<file path="config.mk">
export PLATFORM = sky130hd
export DESIGN_NAME = xadc_sweep_sequencer
export DESIGN_NICKNAME = d
export VERILOG_FILES = /design/src/rtl/xadc_sweep_sequencer.sv
export SDC_FILE = /design/constraint.sdc
export NUM_CORES = 1
export LEC_CHECK = 0
export ABC_AREA = 1
export ABC_CLOCK_PERIOD_IN_PS = 11900
export CAP_MARGIN = 40
export CORE_UTILIZATION = 35
export DETAILED_ROUTE_END_ITERATION = 6
export PLACE_DENSITY_LB_ADDON = 0.1
export SLEW_MARGIN = 10
export SYNTH_ARGS = -nofsm -noshare
export SYNTH_HDL_FRONTEND = slang
export SYNTH_SLANG_ARGS = --single-unit
</file>
<file path="constraint.sdc">
create_clock -name clk -period 11.9 [get_ports clk]
set_input_delay 2.38 -clock clk [delete_from_list [all_inputs] [get_ports clk]]
set_output_delay 2.38 -clock clk [all_outputs]
set_load 0.02 [all_outputs]
</file>
<file path="src/rtl/xadc_sweep_sequencer.sv">
// xadc_sweep_sequencer
//   Sweeps XADC auxiliary channels VAUX0..VAUX12 over the DRP after each
//   end-of-conversion pulse and collects the results in a shadow bank. On
//   the next falling edge of display vsync, the whole shadow bank is copied
//   into the display bank in a single cycle, so display reads never see a
//   partially updated sweep.
//
//   Optional build macro: SEQ_AVG4_EN -- each channel is read four times
//   and the stored value is the average of the four 12-bit samples. If any
//   of the four reads times out, the channel stores 12'hFFF.
//
// Ports
//   clk         system clock, rising edge
//   rst         synchronous, active-low reset
//   eoc         XADC end-of-conversion pulse; starts a sweep from IDLE
//   vs          display vsync; its falling edge marks the frame boundary
//   drp_den     DRP enable, one cycle per read
//   drp_dwe     DRP write enable, tied low
//   drp_daddr   DRP address, 7'h10 + channel while drp_den is high, else 0
//   drp_drdy    DRP read-data strobe
//   drp_do      DRP read data; the sample is drp_do[15:4]
//   rd_ch       display channel select
//   rd_data     display-bank value for rd_ch, one cycle later (0 for 13..15)
//   frame_upd   one-cycle pulse when the display bank is refreshed
//   timeout_err sticky DRP timeout flag, cleared only by reset

module xadc_sweep_sequencer (
  input  logic        clk,
  input  logic        rst,
  input  logic        eoc,
  input  logic        vs,
  output logic        drp_den,
  output logic        drp_dwe,
  output logic [6:0]  drp_daddr,
  input  logic        drp_drdy,
  input  logic [15:0] drp_do,
  input  logic [3:0]  rd_ch,
  output logic [11:0] rd_data,
  output logic        frame_upd,
  output logic        timeout_err
);

  typedef enum logic [2:0] {IDLE, REQ, WAIT, STORE, HOLD} state_t;

  localparam logic [3:0] LAST_CH = 4'd12;

  state_t      state, state_nx;
  logic [3:0]  ch;
  logic [7:0]  wcnt;
  logic        vs_q;
  logic        vs_fall;
  logic        last_read;
  logic [11:0] store_val;
  logic [11:0] shadow [13];
  logic [11:0] disp   [13];
  logic        unused_do_lsb;

`ifdef SEQ_AVG4_EN
  logic [1:0]  rep;
  logic [13:0] acc;
  logic        tflag;
`else
  logic [11:0] sample;
`endif

  assign vs_fall       = vs_q & ~vs;
  assign unused_do_lsb = ^drp_do[3:0];

`ifdef SEQ_AVG4_EN
  assign last_read = (rep == 2'd3);
  assign store_val = tflag ? 12'hFFF : acc[13:2];
`else
  assign last_read = 1'b1;
  assign store_val = sample;
`endif

  // State register
  always_ff @(posedge clk) begin
    if (!rst) state <= IDLE;
    else      state <= state_nx;
  end

  // Next-state logic
  always_comb begin
    state_nx = state;
    case (state)
      IDLE:  if (eoc) state_nx = REQ;
      REQ:   state_nx = WAIT;
      // wcnt == 255 is the 256th WAIT cycle; a drdy there is still accepted
      WAIT:  if (drp_drdy || wcnt == 8'hFF) state_nx = STORE;
      STORE: if (last_read && ch == LAST_CH) state_nx = HOLD;
             else                            state_nx = REQ;
      HOLD:  if (vs_fall) state_nx = IDLE;
      default: state_nx = IDLE;
    endcase
  end

  // Outputs
  always_comb begin
    drp_dwe   = 1'b0;
    drp_den   = (state == REQ);
    drp_daddr = (state == REQ) ? (7'h10 + {3'b000, ch}) : '0;
  end

  // Datapath: channel/wait counters, sample capture, shadow and display banks
  always_ff @(posedge clk) begin
    if (!rst) begin
      ch          <= '0;
      wcnt        <= '0;
      vs_q        <= 1'b0;
      frame_upd   <= 1'b0;
      timeout_err <= 1'b0;
      rd_data     <= '0;
`ifdef SEQ_AVG4_EN
      rep         <= '0;
      acc         <= '0;
      tflag       <= 1'b0;
`else
      sample      <= '0;
`endif
      for (int unsigned i = 0; i < 13; i++) begin
        shadow[i] <= '0;
        disp[i]   <= '0;
      end
    end else begin
      vs_q      <= vs;
      frame_upd <= 1'b0;
      case (state)
        IDLE: if (eoc) begin
          ch    <= '0;
`ifdef SEQ_AVG4_EN
          rep   <= '0;
          acc   <= '0;
          tflag <= 1'b0;
`endif
        end
        REQ: wcnt <= '0;
        WAIT: begin
          wcnt <= wcnt + 8'd1;
          if (drp_drdy) begin
`ifdef SEQ_AVG4_EN
            acc    <= acc + {2'b00, drp_do[15:4]};
`else
            sample <= drp_do[15:4];
`endif
          end else if (wcnt == 8'hFF) begin
            timeout_err <= 1'b1;
`ifdef SEQ_AVG4_EN
            tflag  <= 1'b1;
`else
            sample <= '1;
`endif
          end
        end
        STORE: begin
          if (last_read) begin
            shadow[ch] <= store_val;
            if (ch != LAST_CH) ch <= ch + 4'd1;
`ifdef SEQ_AVG4_EN
            rep   <= '0;
            acc   <= '0;
            tflag <= 1'b0;
          end else begin
            rep <= rep + 2'd1;
`endif
          end
        end
        HOLD: if (vs_fall) begin
          for (int unsigned i = 0; i < 13; i++) disp[i] <= shadow[i];
          frame_upd <= 1'b1;
        end
        default: ;
      endcase
      rd_data <= (rd_ch < 4'd13) ? disp[rd_ch] : '0;
    end
  end

endmodule

</file>
After elaboration in Yosys (flattened, before gate mapping)
Memories as Yosys holds them, arrays and structs flattened. A register that Yosys moved wholly into a read port is not among the register bits.
Cells that the tools add are included.
{"block": "classes", "magnitude_cmp": 1, "n_reduce_logical": 12, "eq_ne": 11, "addsub": 3, "mux": 36, "n_bitwise": 16}
{"op": "two-way mux 12 bit", "count": 16}
{"op": "one-hot mux 8 bit (2 select lines)", "count": 1}
{"op": "one-hot mux 3 bit (5 select lines)", "count": 1}
{"op": "OR 1 bit", "count": 13}
{"op": "two-way mux 3 bit", "count": 4}
{"op": "two-way mux 4 bit", "count": 3}
{"op": "OR reduction 12 bit", "count": 1}
{"op": "two-way mux 1 bit", "count": 9}
{"op": "AND reduction 3 bit", "count": 3}
{"op": "adder 8 x 1 -> 8 bit (second input constant)", "count": 1}
{"op": "== test 8 bit (second input constant)", "count": 1}
{"op": "inequality test 2 bit (second input constant)", "count": 4}
{"op": "one-hot mux 4 bit (2 select lines)", "count": 1}
{"op": "adder 5 x 4 -> 6 bit (first input constant)", "count": 1}
{"op": "== test 3 x 2 -> 1 bit (second input constant)", "count": 2}
{"op": "two-way mux 6 bit", "count": 1}
{"op": "nonzero test 2 bit", "count": 3}
{"op": "adder 4 x 1 -> 4 bit (second input constant)", "count": 1}
{"op": "== test 4 bit (second input constant)", "count": 1}
{"op": "less-than comparator 4 bit (second input constant)", "count": 1}
{"op": "inequality test 4 bit (second input constant)", "count": 1}
{"op": "AND reduction 2 bit", "count": 2}
{"op": "== test 3 x 1 -> 1 bit (second input constant)", "count": 1}
{"op": "== test 3 bit (second input constant)", "count": 1}
{"op": "5 further kinds", "count": 6}
{"block": "word_totals", "elab_cells": 88, "memories": 2, "out_inout_bits": 23, "reg_bits": 30, "ramBits": 312}
{"memory": "disp", "depth": 13, "word_bits": 12, "rd": 1, "rd_clocked_by_memory_dff": 1, "wr": 13, "line_no": "55", "source": "logic [11:0] disp [13];"}
{"memory": "shadow", "depth": 13, "word_bits": 12, "rd": 13, "rd_clocked_by_memory_dff": 0, "wr": 13, "line_no": "54", "source": "logic [11:0] shadow [13];"}

Depth between registers and ports, before layout
Gate-level depths: netlist of the first run.
{"block": "depth", "word_depth": 7, "depth_mapped": 10, "ltp_nobuf": 9}

Least setup slack after synthesis of the first run
No wires, ideal clock.
{"block": "synth_path", "path_type": "input -> register", "startpoint": "input rst", "endpoint": "memory disp[0][0] (enable)", "cell_stages": 4, "setup_ps": 1298, "path_buffers": 3, "arrival_ps": 5711, "setup_slack_ps": 4891, "cell_sequence": "clkbuf_1 > clkbuf_1 > clkbuf_1 > nand2_1"}
{"element": "from (decl)", "line_no": "29", "source": "input logic rst,"}
{"element": "to (decl)", "line_no": "55"}

==> impl_metrics.ini, run 1 <==
[logic_synthesis]
syn_inst = 1616
syn_area_um2 = 15400
yosys.area.top_type_share = 0.584
synth_area_leaders = edfxtp_1 (58%), nand2_1 (8.0%), nor2_1 (7.9%), inv_1 (7.7%), dfxtp_1 (7.0%)
yosysWarnings = 0
yosysTopAreaCell = edfxtp_1
ys_types = 30
ys_ff_latch = 354
avgSynthCellArea_um2 = 9.54
synth.yosys.seq_area_share = 0.654

[clocking]
htreeDepth = 2
cts_tree = done
ctsResizeCount = 0
clock_sinks = 354
clkTransAtPathRegs_ns = 0.06
numCtsBuffers = 41
post_cts_buffers = 0
cts.path.max_buffers = 3
hold_buffers = 0
clkLatencyLatePin_ns = 0.55
root_buffer = clkbuf_16

[setup_path]
crit_required_ns = 12.09
reg2regPathDepth = 4
path_class = in -> reg
rrSetupSlack_ns = 8.86
cp_max_fo = 44
start_kind = primary input
reg2reg_to = shadow[5][0]
crit_path_end_kind = flop
crit_arrival_ns = 5.87
reg2reg_from = state[0]

[routing]
drt_iter0_markers = 545
antenna_left = 0
drc = 0
wl_per_cell_um = 16.7
vias = 9879
vias_per_cell = 4.38
drtPass1Iterations = 5
routed_wirelength_mm = 37.6

[finish]
antenna_cells = 0
nNetsFinal = 1668
finish.instance_area_um2 = 17800
area_growth_pct = 15.3
final_common_cell = nand2_1
drive_gt1_frac = 0.0701
fin_util = 0.411
final_cell_mix = nand2_1 (329), nor2_1 (326), inv_1 (317)

[run_status]
status = complete, no violations

[pwr]
p_per_area_nw_per_um2 = 163
irDropWorstVdd_v = 0.0000931
p_leak_nw = 7.49

[floorplanning]
row_count = 76
start_util = 0.356
io_pins = 48
dieArea_um2 = 44900
die_y_um = 212
die_w_um = 212
coreArea_um2 = 43300

[timing]
finalHoldViolCount = 0
clock-skew-final_ns = 0.0130
slew_headroom = 0.444
finalSetupTns_ns = 0
tightest_slew_ns = 0.831
max_freq_mhz = 176
fin_crit_ns = 5.68
finalSetupViolCount = 0
slew_viol_final = 0
finalCritPeriodShare = 0.477
rsz0062_at_grt = false

[global_route]
grt_pass1_vias = 9653
grt_pass1_wl_mm = 57.4
grt_util_all_layers = 0.174
grt_overflow = 0
antenna_found_initial = 0
grt_max_degree = 72

[place]
hpwl_mm = 23.1
place_congestion = 0.734
placed_area_um2 = 16400
io_buffer_count = 40

[worst_hold_path]
hp-class = reg -> reg
hold_depth = 2
hold_end = timeout_err
worst_hold_startpoint = timeout_err

[job]
cap_violations = 0
[flip-flops by register name, indices dropped and copies added (netlist names)]
signal       count
frame_upd        1
sample          12
wcnt             8
timeout_err      1
state            3
shadow         156
disp           156
vs_q             1
rd_data         12
ch               4
[per-layer routing]
layer,track usage,routed length [um],up-vias
met4,0.0575,830,0
met5,0,0,-
met3,0.0300,1670,50
met1,0.230,17400,4636
li1,-,-,5014
met2,0.290,17800,179
[cell type report]
cell class,instances,area [um2]
clock buffer,53,1140
clock inverter,21,186
fill,4312,25500
inverter,325,1220
multi-input combinational,853,3670
sequential,354,10100
tap,585,732
timing repair buffer,63,738
[logic make-up (layout without fill, tap and decap cells)]
family                     after synthesis  after routing  share of synthesized area
and+or+nand+nor                        787            787                      0.213
DFF                                    354            354                      0.654
buffers and inverters                  411            462                      0.109
other                                    1              3                   0.000243
xor gates and xnor gates                 1              1                   0.000568
adders and majority gates                5              5                    0.00406
AOI/OAI and AO/OA                       57             57                     0.0186
[synthesized netlist by cell type]
| library cell | number |
|---|---|
| clkinv_1 | 1 |
| a21oi_1 | 40 |
| buf_4 | 4 |
| nand2_2 | 2 |
| nand3_2 | 1 |
| inv_2 | 7 |
| buf_6 | 10 |
| o21ai_1 | 10 |
| ha_1 | 5 |
| buf_2 | 27 |
| nand3_4 | 10 |
| or2_2 | 4 |
| or2_0 | 8 |
| buf_1 | 2 |
| conb_1 | 1 |
| nand4_1 | 2 |
| o21ai_0 | 6 |
| xor2_1 | 1 |
| clkbuf_1 | 42 |
| nor3_1 | 2 |
| buf_8 | 1 |
| nor2_1 | 326 |
| a31oi_1 | 1 |
| nand2_1 | 330 |
| edfxtp_1 | 300 |
| inv_1 | 317 |
| nor2_4 | 3 |
| nand3_1 | 97 |
| dfxtp_1 | 54 |
| nor2_2 | 2 |
[through the flow]
step	total power [mW]	instances	setup slack, ns	hold WS, ns
final	2.90	2254	6.22	0.483
after floorplan	1.57	1618	4.89	0.447
after global placement	1.66	2168	5.67	0.470
after detailed placement	1.68	2180	5.61	0.465
after global routing	3.00	2254	6.01	0.515
after CTS	2.93	2254	6.21	0.486
[how the worst max path moves through the flow]
stage	end	slack, ns	start
global placement	shadow[5][2]	5.67	rst
finish	shadow[5][0]	6.22	rst
CTS	shadow[5][0]	6.21	rst
global route	shadow[5][3]	6.01	rst
floorplan	disp[0][0]	4.89	rst
detailed placement	shadow[5][2]	5.61	rst
[power breakdown]
group	switching, mW	total, mW	internal (mW)
clock network	0.508	1.25	0.744
logic	0.172	0.239	0.0675
registers	0.0153	1.40	1.39
total	0.695	2.90	2.20
[critical path, cell delays in order]
cell and delay [ns]:
buf_2 0.48, buf_4 0.57, inv_2 0.28, nor2_4 0.66, nand3_1 0.70, nand2_1 0.76
Note: power is estimated with default switching activity, not from simulation.
==> run 2: changes to the inputs <==
--- a/config.mk
+++ b/config.mk
@@ -6,7 +6,7 @@
 export NUM_CORES = 1
 export LEC_CHECK = 0
 export ABC_AREA = 1
-export ABC_CLOCK_PERIOD_IN_PS = 11900
+export ABC_CLOCK_PERIOD_IN_PS = 5200
 export CAP_MARGIN = 40
 export CORE_UTILIZATION = 35
 export DETAILED_ROUTE_END_ITERATION = 6
==> constraint.sdc (replaced) <==
create_clock -name clk -period 5.2 [get_ports clk]
set_input_delay 1.04 -clock clk [delete_from_list [all_inputs] [get_ports clk]]
set_output_delay 1.04 -clock clk [all_outputs]
set_load 0.02 [all_outputs]
==> run 2 against run 1 <==
Effect of this change: clock power rose by 120%; clock skew fell by 0.0016 ns; combinational power rose by 130%; total power rose by 120%; sequential cell count did not move; worst setup slack got worse by 4.2 ns; die area did not move; sequential power rose by 130%; first-iteration DRC count fell by 2.2%; count of clock-buffer cells in the layout rose by 5; register-to-register slack got worse by 6.2 ns; critical endpoint is now drp_daddr[0].
==> impl_metrics.ini, run 2 (synthesized netlist as in run 1, its figures left out) <==
[finish]
final_common_cell = nand2_1
area_growth_pct = 14.9
regArea_um2 = 10100
nNetsFinal = 1669
multi_input_area_um2 = 3670
final_cell_mix = nand2_1 (329), nor2_1 (326), inv_1 (317)
n_fill_cell = 4275
reg_top3 = disp (156), shadow (156)
fin_util = 0.410
drive_gt1_frac = 0.0659
antenna_cells = 0

[pwr]
comb_power_share = 0.085
power.switching_mw = 1.53
p_clk_frac = 0.417
seqPwrFrac = 0.497
irDropWorstVdd_v = 0.000249
p_leak_nw = 7.46
power.share.switching = 0.237
p_per_area_nw_per_um2 = 365
p_int_mw = 4.94

[timing]
fin_crit_ns = 3.21
finalSetupViolCount = 0
finalSetupTns_ns = 0
tightest_slew_ns = 0.856
finalHoldViolCount = 0
rsz0062_at_grt = false
slew_headroom = 0.429
max_freq_mhz = 312
finalCritPeriodShare = 0.617
clock-skew-final_ns = 0.0113
slew_viol_final = 0

[clocking]
post_cts_buffers = 0
htreeDepth = 2
clkLatencyLatePin_ns = 0.54
clock_sinks = 354
hold_buffers = 0
cts_tree = done
numCtsBuffers = 41
clkTransAtPathRegs_ns = 0.05
cts.path.max_buffers = 3
root_buffer = clkbuf_16
ctsResizeCount = 0

[routing]
wl_per_cell_um = 16.4
drc = 0
drt_iter0_markers = 533
antenna_left = 0
routed_wirelength_mm = 37.0
vias = 9716
drtPass1Iterations = 5
vias_per_cell = 4.31

[global_route]
grt_pass1_vias = 9218
grt_max_degree = 102
antenna_found_initial = 0
grt_overflow = 0
grt_pass1_wl_mm = 56.2
grt_util_all_layers = 0.171

[floorplanning]
die_w_um = 212
coreArea_um2 = 43300
io_pins = 48
row_count = 76
dieArea_um2 = 44900
die_y_um = 212
start_util = 0.356

[place]
io_buffer_count = 40
hpwl_mm = 23.2
place_congestion = 0.740

[setup_path]
cp_max_fo = 8
start_kind = flop
crit_arrival_ns = 2.17
crit_required_ns = 4.16
crit_path_end_kind = primary output
path_class = reg -> out

[worst_hold_path]
hp-class = reg -> reg

[run_status]
status = complete, no violations

[job]
cap_violations = 0
run 2: area by class of cell:
| cell class | instances | area share |
|---|---|---|
| Clock buffer | 58 | 0.0655 |
| Clock inverter | 14 | 0.00501 |
| Inverter | 325 | 0.0689 |
| Multi-Input combinational cell | 853 | 0.207 |
| Sequential cell | 354 | 0.569 |
| Tap cell | 585 | 0.0413 |
| Timing Repair Buffer | 64 | 0.0425 |
run 2: layer usage:
layer	vias up	part of all wire	track usage
li1	5019	-	-
met1	4487	0.48	0.236
met2	164	0.46	0.280
met3	46	0.040	0.0230
met4	0	0.021	0.0510
met5	-	0	0
run 2: critical path, stage by stage (launching register included):
cell and delay [ns]:
dfxtp_1 0.35, inv_1 0.11, nand3_1 0.27, nor2_1 0.25
clkdlybuf4s50_1 0.64
run 2: metrics by stage:
step / power (mW) / hold slack [ns] / std cells / worst slack [ns] / instance area (um2)
floorplan: 3.59 / 0.447 / 1618 / 1.11 / 15400
global placement: 3.79 / 0.469 / 2170 / 1.57 / 16200
detailed placement: 3.84 / 0.462 / 2181 / 1.52 / 16500
CTS: 6.56 / 0.491 / 2253 / 1.87 / 17700
global route: 6.71 / 0.501 / 2253 / 1.86 / 17700
finish: 6.47 / 0.487 / 2253 / 1.99 / 17700
run 2: worst paths after layout:
path	cells after the start	from	end	slack (ns)
min reg2reg	2	wcnt[1]	wcnt[1]	0.49
min	2	wcnt[1]	wcnt[1]	0.49
max	4	state[1]	drp_daddr[0]	1.99
max reg2reg	4	state[0]	shadow[3][5]	2.67
run 2: power groups by stage:
| stage | logic [mW] | registers, mW | clock network, mW |
|---|---|---|---|
| 2_1_floorplan | 0.313 | 3.28 | 0 |
| 3_3_place_gp | 0.519 | 3.27 | 0 |
| 3_5_place_dp | 0.566 | 3.28 | 0 |
| 4_1_cts | 0.567 | 3.22 | 2.78 |
| 5_1_grt | 0.613 | 3.23 | 2.87 |
| 6_report | 0.553 | 3.22 | 2.70 |
==> run 3: changes to the inputs <==
--- a/config.mk
+++ b/config.mk
@@ -6,7 +6,7 @@
 export NUM_CORES = 1
 export LEC_CHECK = 0
 export ABC_AREA = 1
-export ABC_CLOCK_PERIOD_IN_PS = 5200
+export ABC_CLOCK_PERIOD_IN_PS = 2940
 export CAP_MARGIN = 40
 export CORE_UTILIZATION = 35
 export DETAILED_ROUTE_END_ITERATION = 6
==> constraint.sdc (replaced) <==
create_clock -name clk -period 2.94 [get_ports clk]
set_input_delay 0.588 -clock clk [delete_from_list [all_inputs] [get_ports clk]]
set_output_delay 0.588 -clock clk [all_outputs]
set_load 0.02 [all_outputs]
==> run 3 against run 2 <==
Effect of this change: cell count increased by 0.75%; combinational power increased by 84%; cell area increased by 1.1%; count of clock-buffer cells in the layout decreased by 4; sequential cell count unchanged; critical path depth unchanged; clock skew increased by 0.010 ns; routed wire length increased by 4.8%; sequential share of layout area decreased by 0.59 points; first-iteration DRC count increased by 56%; clock power increased by 76%.
==> impl_metrics.ini, run 3 (synthesized netlist as in run 1, its figures left out) <==
[run_status]
status = complete, no violations

[worst_hold_path]
hp-class = reg -> reg

[setup_path]
slowest_delay_ns = 0.64
start_kind = flop
crit_path_cell_trace = inv_1 > nand3_1 > nor2_1 > clkdlybuf4s50_1
path_class = reg -> out
cp_slowest_cell = clkdlybuf4s50_1
cp_max_fo = 8
crit_required_ns = 2.35
crit_arrival_ns = 2.22
crit_path_end_kind = primary output

[routing]
drtPass1Iterations = 5
vias = 10012
drt_iter0_markers = 834
vias_per_cell = 4.41
routed_wirelength_mm = 38.8
drc = 0
wl_per_cell_um = 17.1
antenna_left = 0

[global_route]
grt_pass1_wl_mm = 58.9
grt_pass1_vias = 9460
antenna_found_initial = 0
grt_util_all_layers = 0.180
grt_overflow = 0
grt_max_degree = 69

[clocking]
numCtsBuffers = 40
clkTransAtPathRegs_ns = 0.06
hold_buffers = 0
cts.path.max_buffers = 3
clkLatencyLatePin_ns = 0.56
ctsResizeCount = 0
cts_tree = done
post_cts_buffers = 0
htreeDepth = 2
clock_sinks = 354
root_buffer = clkbuf_16

[timing]
clock-skew-final_ns = 0.0215
finalSetupTns_ns = 0
finalHoldViolCount = 0
fin_crit_ns = 2.81
finalSetupViolCount = 0
rsz0062_at_grt = false
slew_headroom = 0.528
max_freq_mhz = 356
layout_setup_ws_ns = 0.135
finalCritPeriodShare = 0.954
slew_viol_final = 0
tightest_slew_ns = 0.706

[finish]
nNetsFinal = 1683
antenna_cells = 0
final_common_cell = nand2_1
area_growth_pct = 16.1
reg_top3 = disp (156), shadow (156)
drive_gt1_frac = 0.0766
final_cell_mix = nand2_1 (329), nor2_1 (326), inv_1 (317)

[floorplanning]
start_util = 0.356
die_y_um = 212
dieArea_um2 = 44900
coreArea_um2 = 43300
die_w_um = 212
io_pins = 48
row_count = 76

[place]
place_ws_ns = 0.175
io_buffer_count = 40
place_congestion = 0.771
hpwl_mm = 24.7

[pwr]
p_leak_nw = 7.57
irDropWorstVdd_v = 0.000448
p_per_area_nw_per_um2 = 640

[job]
cap_violations = 0
## run 3: changes by cell type in the layout (fill, tap and decap cells not counted), moves of 2 or more
cell and change:
buf_12 +8, clkinv_2 +7, buf_4 +6, clkbuf_8 -5
clkinv_1 -3, buf_8 +2
## run 3: path summary, 6_finish.rpt
check / from / endpoint / slack (ns) / cells after the start
max: state[1] / drp_daddr[0] / 0.13 / 4
min: timeout_err / timeout_err / 0.48 / 2
min reg2reg: timeout_err / timeout_err / 0.48 / 2
max reg2reg: state[0] / shadow[11][8] / 0.39 / 4
## run 3: layout make-up
class | count | area, um2
Inverter | 325 | 1220
Sequential cell | 354 | 10100
Clock buffer | 54 | 1090
Tap cell | 585 | 732
Fill cell | 4257 | 25400
Clock inverter | 20 | 133
Timing Repair Buffer | 79 | 961
Multi-Input combinational cell | 853 | 3670
## run 3: worst max-delay path: cells and delay by family, from the launching register on
kind,cells,cell delay (ns)
buffers and inverters,2,0.75
AND/OR/NAND/NOR,2,0.57
flip-flops,1,0.35
## run 3: power breakdown
group          leakage, nW  switching [mW]  internal [mW]  total (mW)
clock                0.613            2.04           2.71        4.75
combinational         3.42           0.709          0.310        1.02
sequential            3.53          0.0675           5.62        5.69
total                 7.57            2.81           8.65        11.5
## run 3: stage by stage
step / area, um2 / instances / utilization / power (mW) / hold slack (ns)
floorplan: 15400 / 1618 / - / 6.35 / 0.447
global placement: 16400 / 2183 / 0.379 / 6.75 / 0.463
detailed placement: 16700 / 2196 / 0.385 / 6.84 / 0.462
CTS: 17900 / 2270 / 0.414 / 11.6 / 0.478
global route: 17900 / 2270 / 0.414 / 11.9 / 0.490
finish: 17900 / 2270 / 0.414 / 11.5 / 0.476
## run 3: per-layer routing
| layer | part of all wire | track usage | vias to the layer above |
|---|---|---|---|
| met5 | 0 | 0 | - |
| met4 | 0.025 | 0.0650 | 0 |
| met3 | 0.037 | 0.0248 | 56 |
| met2 | 0.45 | 0.276 | 183 |
| met1 | 0.49 | 0.259 | 4730 |
| li1 | - | - | 5043 |
